File: src/rtl/megarom_pkg.sv
// rtl/megarom_pkg.sv - shared types and constants for the MegaROM bank controller
// Contents: mapper type encodings, FSM state encoding, window reset banks.
package megarom_pkg;

  typedef enum logic [1:0] {
    MT_KONAMI  = 2'd0,
    MT_SCC     = 2'd1,
    MT_ASCII8  = 2'd2,
    MT_ASCII16 = 2'd3
  } map_type_t;

  typedef enum logic [2:0] {
    S_INIT,
    S_IDLE,
    S_CAPTURE,
    S_COMMIT,
    S_WAIT_RELEASE
  } state_t;

  // Windows come out of reset mapping banks 0..3 in order.
  localparam logic [5:0] WIN0_RST = 6'd0;
  localparam logic [5:0] WIN1_RST = 6'd1;
  localparam logic [5:0] WIN2_RST = 6'd2;
  localparam logic [5:0] WIN3_RST = 6'd3;

endpackage

File: src/rtl/megarom_decode.sv
// rtl/megarom_decode.sv - bank register write decode per mapper type
// Ports:
//   map_type  in   latched mapper type
//   a         in   registered address A[15:11]
//   hit       out  address selects a bank register
//   idx       out  target window (pair writes: first of the pair)
//   pair      out  write loads win[idx]=2N and win[idx+1]=2N+1
module megarom_decode
  import megarom_pkg::*;
(
  input  map_type_t   map_type,
  input  logic [4:0]  a,
  output logic        hit,
  output logic [1:0]  idx,
  output logic        pair
);

  always_comb begin
    hit  = 1'b0;
    idx  = 2'd0;
    pair = 1'b0;
    case (map_type)
      MT_KONAMI: begin
        // Only 8 KB granularity matters; win0 is hard-wired to bank 0.
        case (a[4:2])
          3'b011:  begin hit = 1'b1; idx = 2'd1; end
          3'b100:  begin hit = 1'b1; idx = 2'd2; end
          3'b101:  begin hit = 1'b1; idx = 2'd3; end
          default: ;
        endcase
      end
      MT_SCC: begin
        case (a)
          5'h0A:   begin hit = 1'b1; idx = 2'd0; end
          5'h0E:   begin hit = 1'b1; idx = 2'd1; end
          5'h12:   begin hit = 1'b1; idx = 2'd2; end
          5'h16:   begin hit = 1'b1; idx = 2'd3; end
          default: ;
        endcase
      end
      MT_ASCII8: begin
        // 6000/6800/7000/7800 map straight onto A[12:11].
        if (a[4:2] == 3'b011) begin
          hit = 1'b1;
          idx = a[1:0];
        end
      end
      default: begin
        if (a == 5'h0C) begin
          hit = 1'b1; idx = 2'd0; pair = 1'b1;
        end else if (a == 5'h0E) begin
          hit = 1'b1; idx = 2'd2; pair = 1'b1;
        end
      end
    endcase
  end

endmodule

File: src/rtl/megarom_bank_ctrl.sv
// rtl/megarom_bank_ctrl.sv - MSX MegaROM bank-switch controller
// Ports:
//   SLOTCLK  in   slot clock
//   RESET    in   async active-low reset
//   A        in   address A[15:11]
//   D        in   write data
//   RD, WR, MREQ, EXSLTSL  in  active-low bus strobes
//   SW       in   mapper type select, sampled once after reset
//   ROMA     out  ROM address [18:13]
//   ROMOE    out  active-low ROM output enable
//   MAP_TYPE out  latched mapper type
//   BUSY     out  high during CAPTURE/COMMIT
module megarom_bank_ctrl
  import megarom_pkg::*;
#(
  parameter int BANK_BITS = 6
) (
  input  logic        SLOTCLK,
  input  logic        RESET,
  input  logic [4:0]  A,
  input  logic [7:0]  D,
  input  logic        RD,
  input  logic        WR,
  input  logic        MREQ,
  input  logic        EXSLTSL,
  input  logic [1:0]  SW,
  output logic [5:0]  ROMA,
  output logic        ROMOE,
  output logic [1:0]  MAP_TYPE,
  output logic        BUSY
);

  logic [4:0] a_q;
  logic [7:0] d_q;
  logic       wr_q, mreq_q, sltsl_q;

  state_t     state;
  map_type_t  map_type;
  logic [1:0] cap_idx;
  logic [7:0] cap_d;
  logic       cap_pair;
  logic       busy;
  logic [BANK_BITS-1:0] win [4];

  logic       dec_hit, dec_pair;
  logic [1:0] dec_idx;
  logic       strobe;
  logic [BANK_BITS-1:0] val_single, val_even, val_odd;

  // Single input register stage; the FSM only ever sees these copies.
  always_ff @(posedge SLOTCLK or negedge RESET) begin
    if (!RESET) begin
      a_q     <= '0;
      d_q     <= '0;
      wr_q    <= 1'b1;
      mreq_q  <= 1'b1;
      sltsl_q <= 1'b1;
    end else begin
      a_q     <= A;
      d_q     <= D;
      wr_q    <= WR;
      mreq_q  <= MREQ;
      sltsl_q <= EXSLTSL;
    end
  end

  assign strobe = ~mreq_q & ~wr_q & ~sltsl_q;

  megarom_decode u_decode (
    .map_type (map_type),
    .a        (a_q),
    .hit      (dec_hit),
    .idx      (dec_idx),
    .pair     (dec_pair)
  );

  // 2N keeps its low bit clear after truncation, so 2N+1 is just bit 0 set.
  assign val_single = BANK_BITS'(cap_d);
  assign val_even   = BANK_BITS'({cap_d, 1'b0});
  assign val_odd    = val_even | BANK_BITS'(1);

  always_ff @(posedge SLOTCLK or negedge RESET) begin
    if (!RESET) begin
      state    <= S_INIT;
      map_type <= MT_KONAMI;
      cap_idx  <= '0;
      cap_d    <= '0;
      cap_pair <= 1'b0;
      busy     <= 1'b0;
      win[0]   <= BANK_BITS'(WIN0_RST);
      win[1]   <= BANK_BITS'(WIN1_RST);
      win[2]   <= BANK_BITS'(WIN2_RST);
      win[3]   <= BANK_BITS'(WIN3_RST);
    end else begin
      case (state)
        S_INIT: begin
          map_type <= map_type_t'(SW);
          state    <= S_IDLE;
        end
        S_IDLE: begin
          if (strobe) begin
            if (dec_hit) begin
              cap_idx  <= dec_idx;
              cap_d    <= d_q;
              cap_pair <= dec_pair;
              busy     <= 1'b1;
              state    <= S_CAPTURE;
            end else begin
              state <= S_WAIT_RELEASE;
            end
          end
        end
        S_CAPTURE: state <= S_COMMIT;
        S_COMMIT: begin
          if (cap_pair) begin
            win[cap_idx]              <= val_even;
            win[{cap_idx[1], 1'b1}]   <= val_odd;
          end else begin
            win[cap_idx] <= val_single;
          end
          busy  <= 1'b0;
          state <= S_WAIT_RELEASE;
        end
        // Holding WR low must not retrigger a second commit.
        S_WAIT_RELEASE: if (wr_q) state <= S_IDLE;
        default: state <= S_INIT;
      endcase
    end
  end

  assign MAP_TYPE = map_type;
  assign BUSY     = busy;

  // Read path works from live pins so ROM timing is not delayed by a clock.
  always_comb begin
    ROMA  = 6'd0;
    ROMOE = 1'b1;
    case (A[4:2])
      3'b010: begin ROMA = 6'(win[0]); ROMOE = MREQ | RD | EXSLTSL; end
      3'b011: begin ROMA = 6'(win[1]); ROMOE = MREQ | RD | EXSLTSL; end
      3'b100: begin ROMA = 6'(win[2]); ROMOE = MREQ | RD | EXSLTSL; end
      3'b101: begin ROMA = 6'(win[3]); ROMOE = MREQ | RD | EXSLTSL; end
      default: ;
    endcase
  end

endmodule

File: config.mk
export PLATFORM = sky130hd
export DESIGN_NAME = megarom_bank_ctrl
export DESIGN_NICKNAME = d
export VERILOG_FILES = /design/src/rtl/megarom_pkg.sv /design/src/rtl/megarom_decode.sv /design/src/rtl/megarom_bank_ctrl.sv
export SDC_FILE = /design/constraint.sdc
export NUM_CORES = 1
export LEC_CHECK = 0
export ABC_AREA = 1
export BUFFER_PORTS_ARGS = -buffer_cell sky130_fd_sc_hd__buf_2
export CELL_PAD_IN_SITES_DETAIL_PLACEMENT = 0
export CELL_PAD_IN_SITES_GLOBAL_PLACEMENT = 1
export CORE_ASPECT_RATIO = 0.7
export CORE_MARGIN = 4
export CORE_UTILIZATION = 38
export CTS_CLUSTER_DIAMETER = 30
export CTS_CLUSTER_SIZE = 25
export DETAILED_ROUTE_END_ITERATION = 16
export PLACE_DENSITY_LB_ADDON = 0.1
export SLEW_MARGIN = 20
export SYNTH_ARGS = -nofsm -noshare
export SYNTH_HDL_FRONTEND = slang
export SYNTH_HIERARCHICAL = 1
export SYNTH_SLANG_ARGS = --single-unit
File: constraint.sdc
create_clock -name SLOTCLK -period 1.45 [get_ports SLOTCLK]
set_clock_uncertainty 0.2 [all_clocks]
set_input_delay 0.29 -clock SLOTCLK [delete_from_list [all_inputs] [get_ports SLOTCLK]]
set_output_delay 0.29 -clock SLOTCLK [all_outputs]
set_load 0.02 [all_outputs]
Word-level counts from Yosys, hierarchy flattened. Index checks and enable logic that the tools add are counted.

Bits in registers: 53. Latch bits: 0. Bits in writable memories: 0. Bits in read-only memories: 0. Bits of input ports: 21. Memories kept: 0.

$add $sub $neg: 0. $mul: 0. Div/mod/pow operators: 0. $lt $le $gt $ge: 4. Eq/ne operators: 21. Shifts and indexed selects: 0. Mux-type cells: 30. Bitwise gates (word level): 9. Reduce and logical (&&, ||, !) cells: 12.

Operators by type and width (count): bitwise mux 24 bit (3); demux 6 bit (select 2 bit) (2); 2-to-1 mux 24 bit (1); one-hot mux 6 bit (4 select lines) (1); one-hot mux 2 bit (3 select lines) (3); equality test 3 x 2 -> 1 bit, second input constant (5); equality test 3 bit, second input constant (5); equality test 5 x 4 -> 1 bit, second input constant (3); one-hot mux 3 bit (5 select lines) (1); 2-to-1 mux 6 bit (2); equality test 5 bit, second input constant (2); 2-to-1 mux 1 bit (9); 2-to-1 mux 3 bit (3); OR reduction 4 bit (2); greater-or-equal comparator 3 bit, second input constant (2); < comparator 3 x 1 -> 1 bit, second input constant (2); 2-to-1 mux 2 bit (3); != test 2 bit, second input constant (3); NOT 2 -> 3 bit (2); AND reduction 3 bit (2); OR reduction 3 bit (2); equality test 3 x 1 -> 1 bit, second input constant (1); zero test 3 bit (1); NOT 1 bit (3); other kinds (10) (13).

Logic depth before layout (Yosys ltp).
Word-level depth: 8. Gate-level depth with buffers: 10.

By module. Netlist, hierarchy kept.

Modules (own cells, without submodules): megarom_bank_ctrl (instances 1, cells each 311, area an instance 2451.1 um^2, sequential area each 1335.0 um^2); megarom_decode (instances 1, cells each 36, area an instance 156.4 um^2, sequential area each 0.0 um^2).

Worst setup path before layout. OpenSTA, ideal clock, no wires.

Path kind: reg-to-reg. Start: register map_type[0], in the netlist MAP_TYPE[0]. End: register cap_d[0]. Library setup time: 0.117 ns. Arrival time: 1.297 ns. Slack: -0.164 ns. Stages on the path, launching flop included: 10. Period minus slack after synthesis: 1.614 ns. Cells stage by stage: dfrtp_1 > nand2_1 > nor2_2 > nand2_1 > nand4_1 > inv_1 > nor2_1 > nand2_1 > nand2_1 > nand2_1.

Word-level cells in the longest chain between the ends: 3.

RTL lines: from (decl) (line megarom_bank_ctrl.sv:38) `map_type_t map_type;`; from (signal assigned) (line megarom_bank_ctrl.sv:97) `map_type <= map_type_t'(SW);`; equality test 2 bit, or another cell as far along (line megarom_decode.sv:22) `case (map_type)`; one-hot mux 1 bit (3 select lines) (*) (line megarom_decode.sv:22); net dec_hit (line megarom_bank_ctrl.sv:45) `logic dec_hit, dec_pair;`; AND reduction 3 bit (no source line) (*); to (signal assigned) (line megarom_bank_ctrl.sv:104) `cap_d <= d_q;`; to (decl) (line megarom_bank_ctrl.sv:40) `logic [7:0] cap_d;`.

The timed path passes the listed nets; every way through them passes the cells marked *. A chain may end at the register's enable or synchronous reset.

Final worst setup path.
Start: register map_type[1], in the netlist MAP_TYPE[1]. End: output port MAP_TYPE[1].

RTL lines: to (decl) (line megarom_bank_ctrl.sv:29) `output logic [1:0] MAP_TYPE,`.

No word-level cell between the ends.

==> flow_results.org <==
** Pwr
- Total power of the final layout :: 0.00505 W
- Leak :: about 2.0 nW
- Cell Pwr Density :: 1350 nW/um2
- VDD sags by at most 0.634 mV.

** Drt
- The first detailed-routing pass took 5 iterations.
- Number of vias after detailed routing :: ~2,400
- Number of nets still failing antenna checks after routing :: 0
- Final routed wirelength across all metal layers :: 7020 um
- In the routed layout, each cell is associated on average with a via count of about 4.6.
- After detailed routing, the average wire length per cell comes to ~13 um.
- DRC marker count from the first detailed-route iteration :: 114
- DRC violations left :: 0

** Global route
- For this run the aggregate overflow at the end of global routing stands at 0.
- Maximum number of pins on one net before global-route repair :: 54
- The first global-routing pass estimated approximately 12,000 um of wire.
- Global routing used 17.7% of the available tracks.
- The via count of the first global-routing pass is 2,242.
- Initial antenna violation count :: 0

** Floorplan
- The floorplan has 24 rows.
- Number of primary I/O pins :: 31
- For this configuration, the core starts out at a cell density of 40.6%.
- Area of the core :: between 6000 and 7000 um2
- Die span in x :: ~110 um
- Area of the die :: ~8300 um2
- The die is between 70 and 80 um tall.

** Hold path
- The worst hold path belongs to the class in -> reg.
- In this run the most critical hold path is launched from SW[1].
- Hold Path Depth :: 3
- Hold path endpoint :: MAP_TYPE[1]

** STA
- Total setup violations reported at the end of the flow :: 20
- Setup repair after global routing could not meet its margin everywhere.
- Slew Viols, Final :: 0
- Across all hold checks on the routed design, the worst slack comes to roughly 15 ps.
- Slew of the pin with the lowest slew margin :: about 300 ps
- Measured against its own limit, the worst slew margin works out to ~80%.
- Achievable clock frequency :: about 580 MHz
- Tmin final :: between 1500 and 2000 ps
- Setup slack on the critical path of the routed design comes to -281 ps.
- Number of endpoints with negative hold slack in the final report :: 0
- Final worst path period share :: 119%

** Clocking
- TritonCTS created 5 clock buffers.
- Clock latency on the worst-skew pair :: 310 ps
- Count of clock tree sinks :: 53
- Master cell of the clock root buffer :: sky130_fd_sc_hd__clkbuf_8
- Counting along the longest clock path gives a buffer depth of 2.
- TritonCTS built the clock tree.
- After clock tree synthesis, the clock-pin slew on the worst setup and hold paths is 100 ps.
- # H-tree levels :: 2

** Final layout
- Counting the fill cells in the layout gives between 600 and 700.
- Relative to the synthesized area, the layout overhead comes to 43.5%.
- The net count of the finished layout is 460.
- The post-route netlist has a little over a third of its cells at a drive strength greater than 1.
- 0 antenna diodes ended up in the layout.

** Logic synthesis
- Cells taking the most area after synthesis :: sky130_fd_sc_hd__dfrtp_1, sky130_fd_sc_hd__nand2_1, sky130_fd_sc_hd__dfstp_2, sky130_fd_sc_hd__inv_1, sky130_fd_sc_hd__nand3_1
- Synthesis produced a netlist whose cell count is 347.
- Summed over its instances, the top area cell type makes up 44.1% of the synthesized netlist area.
- Summing the sequential cell areas from Yosys gives around 51% of the chip area.
- Synth warnings :: 6
- Flops & latches, synth :: 53
- A synthesized cell averages approximately 7.5 um2.
- Area leader, netlist :: sky130_fd_sc_hd__dfrtp_1
- The number of different library cells used by synthesis comes to 23.
- The synthesized netlist occupies a cell area of about 2600 um2.
- Counting every net in the synthesized netlist gives roughly 370.

** Critical path
- The setup check on the worst reg-to-reg path leaves a slack of -240 ps.
- Capture instance of the worst register-to-register path :: cap_d[0]
- Category of the worst setup path launch point :: register
- STA puts the critical path data required time at about 960 ps.
- For the worst flop-to-flop path, the logic depth is 10.
- Startpoint-to-endpoint class of the critical path :: reg -> out
- For the worst setup path, the data arrival time is around 1200 ps.
- Origin of the critical flop-to-flop path :: MAP_TYPE[1]
- Worst Setup End Kind :: output port
- In this run the worst path has a maximum fanout of 5.

** Placement
- Half-perimeter wire length after detailed placement :: around 5000 um
- Routability-driven placement finished with a final weighted congestion of around 0.89.
- Number of buffers added on ports :: 28

** Status
- Result of the run :: complete, but fails checks
- The final reports fail on negative setup slack.

** Flow run
- Across the run, the number of max-cap violations was 0.
-- state kept, by name (all words and copies together), names as in the netlist --
signal,count
win,24
cap_d,6
d_q,6
a_q,5
state,3
MAP_TYPE,2
cap_idx,2
BUSY,1
cap_pair,1
mreq_q,1
sltsl_q,1
wr_q,1
-- Yosys cell counts, drive strengths merged --
| cell | instances |
|---|---|
| a21oi | 10 |
| buf | 1 |
| clkinv | 2 |
| dfrtp | 46 |
| dfstp | 7 |
| inv | 38 |
| nand2 | 170 |
| nand3 | 19 |
| nand4 | 1 |
| nor2 | 29 |
| nor3 | 1 |
| o21ai | 22 |
| o22ai | 1 |
-- through the flow --
step	setup WS [ps]	std cells	utilization [%]	area, um2	setup TNS [ps]
after CTS	-290	520	54.3	3490	-3660
after global placement	-225	492	48.1	3090	-3080
after detailed placement	-235	492	48.1	3090	-3210
after floorplan	-35.3	347	-	2620	-345
after global routing	-368	531	58.2	3740	-6350
final	-281	531	58.2	3740	-4270
-- cells by family (layout without fill, tap and decap cells) --
group | count (synthesis) | after routing | share of synthesized area (%)
AO/OA/AOI/OAI | 33 | 33 | 7.82
buffers and inverters | 41 | 132 | 6.24
flip-flops | 53 | 53 | 51.2
AND/OR/NAND/NOR | 220 | 222 | 34.7
-- metal layers --
layer  global-route usage, %  up-vias  wire length [um]
met5                       0        -                 0
met4                    3.45        0                44
met3                    3.27        5               353
met2                    23.4       54              2870
met1                    29.4     1134              3750
li1                        -     1254                 -
-- worst max path at each step --
stage | depth (start not counted) | endpoint | slack, ps | start
2_1_floorplan | 10 | cap_idx[1] | -40 | MAP_TYPE[1]
3_5_place_dp | 7 | ROMA[2] | -230 | A[3]
3_3_place_gp | 9 | ROMA[4] | -220 | A[3]
5_1_grt | 10 | cap_d[3] | -370 | MAP_TYPE[1]
6_report | 4 | MAP_TYPE[1] | -280 | MAP_TYPE[1]
4_1_cts | 5 | ROMA[4] | -290 | win[16]
-- power by group --
part	total, W	internal [W]	switching, W
combinational	0.00195	0.000908	0.00104
clock	0.00103	0.000517	0.000511
sequential	0.00207	0.00177	0.000307
-- critical path: stages (launching register included) --
cell and delay (ps):
sky130_fd_sc_hd__dfrtp_2 460, sky130_fd_sc_hd__buf_4 150, sky130_fd_sc_hd__buf_6 100, sky130_fd_sc_hd__buf_6 100, sky130_fd_sc_hd__buf_6 120
-- layout make-up --
| type | count | area, um2 | share of cell area (%) |
|---|---|---|---|
| flip-flops and latches | 53 | 1340 | 35.8 |
| clock inverters | 3 | 46.3 | 1.24 |
| inverters | 40 | 153 | 4.08 |
| well taps | 91 | 114 | 3.04 |
| repair buffers | 84 | 723 | 19.3 |
| multi-input cells | 255 | 1300 | 34.6 |
| clock buffers | 5 | 68.8 | 1.84 |
-- repair_timing --
item,4_1_cts,5_1_grt
cloned,2,0
pin swaps,12,22
hold endpoints to repair,59,0
gates resized for setup,35,58
buffers inserted,4,11
hold buffers,14,0
setup endpoints to repair,22,47
-- cells in the final DEF (no fill, tap or decap), types with 13 or more instances in the layout --
cell type,n
sky130_fd_sc_hd__buf_2,19
sky130_fd_sc_hd__buf_4,31
sky130_fd_sc_hd__buf_6,16
sky130_fd_sc_hd__dfrtp_1,41
sky130_fd_sc_hd__dlygate4sd3_1,14
sky130_fd_sc_hd__inv_1,25
sky130_fd_sc_hd__inv_2,13
sky130_fd_sc_hd__nand2_1,146
sky130_fd_sc_hd__nand2_2,21
sky130_fd_sc_hd__nand3_1,15
sky130_fd_sc_hd__nor2_1,13
No activity file was read; power rests on OpenSTA's default activity.
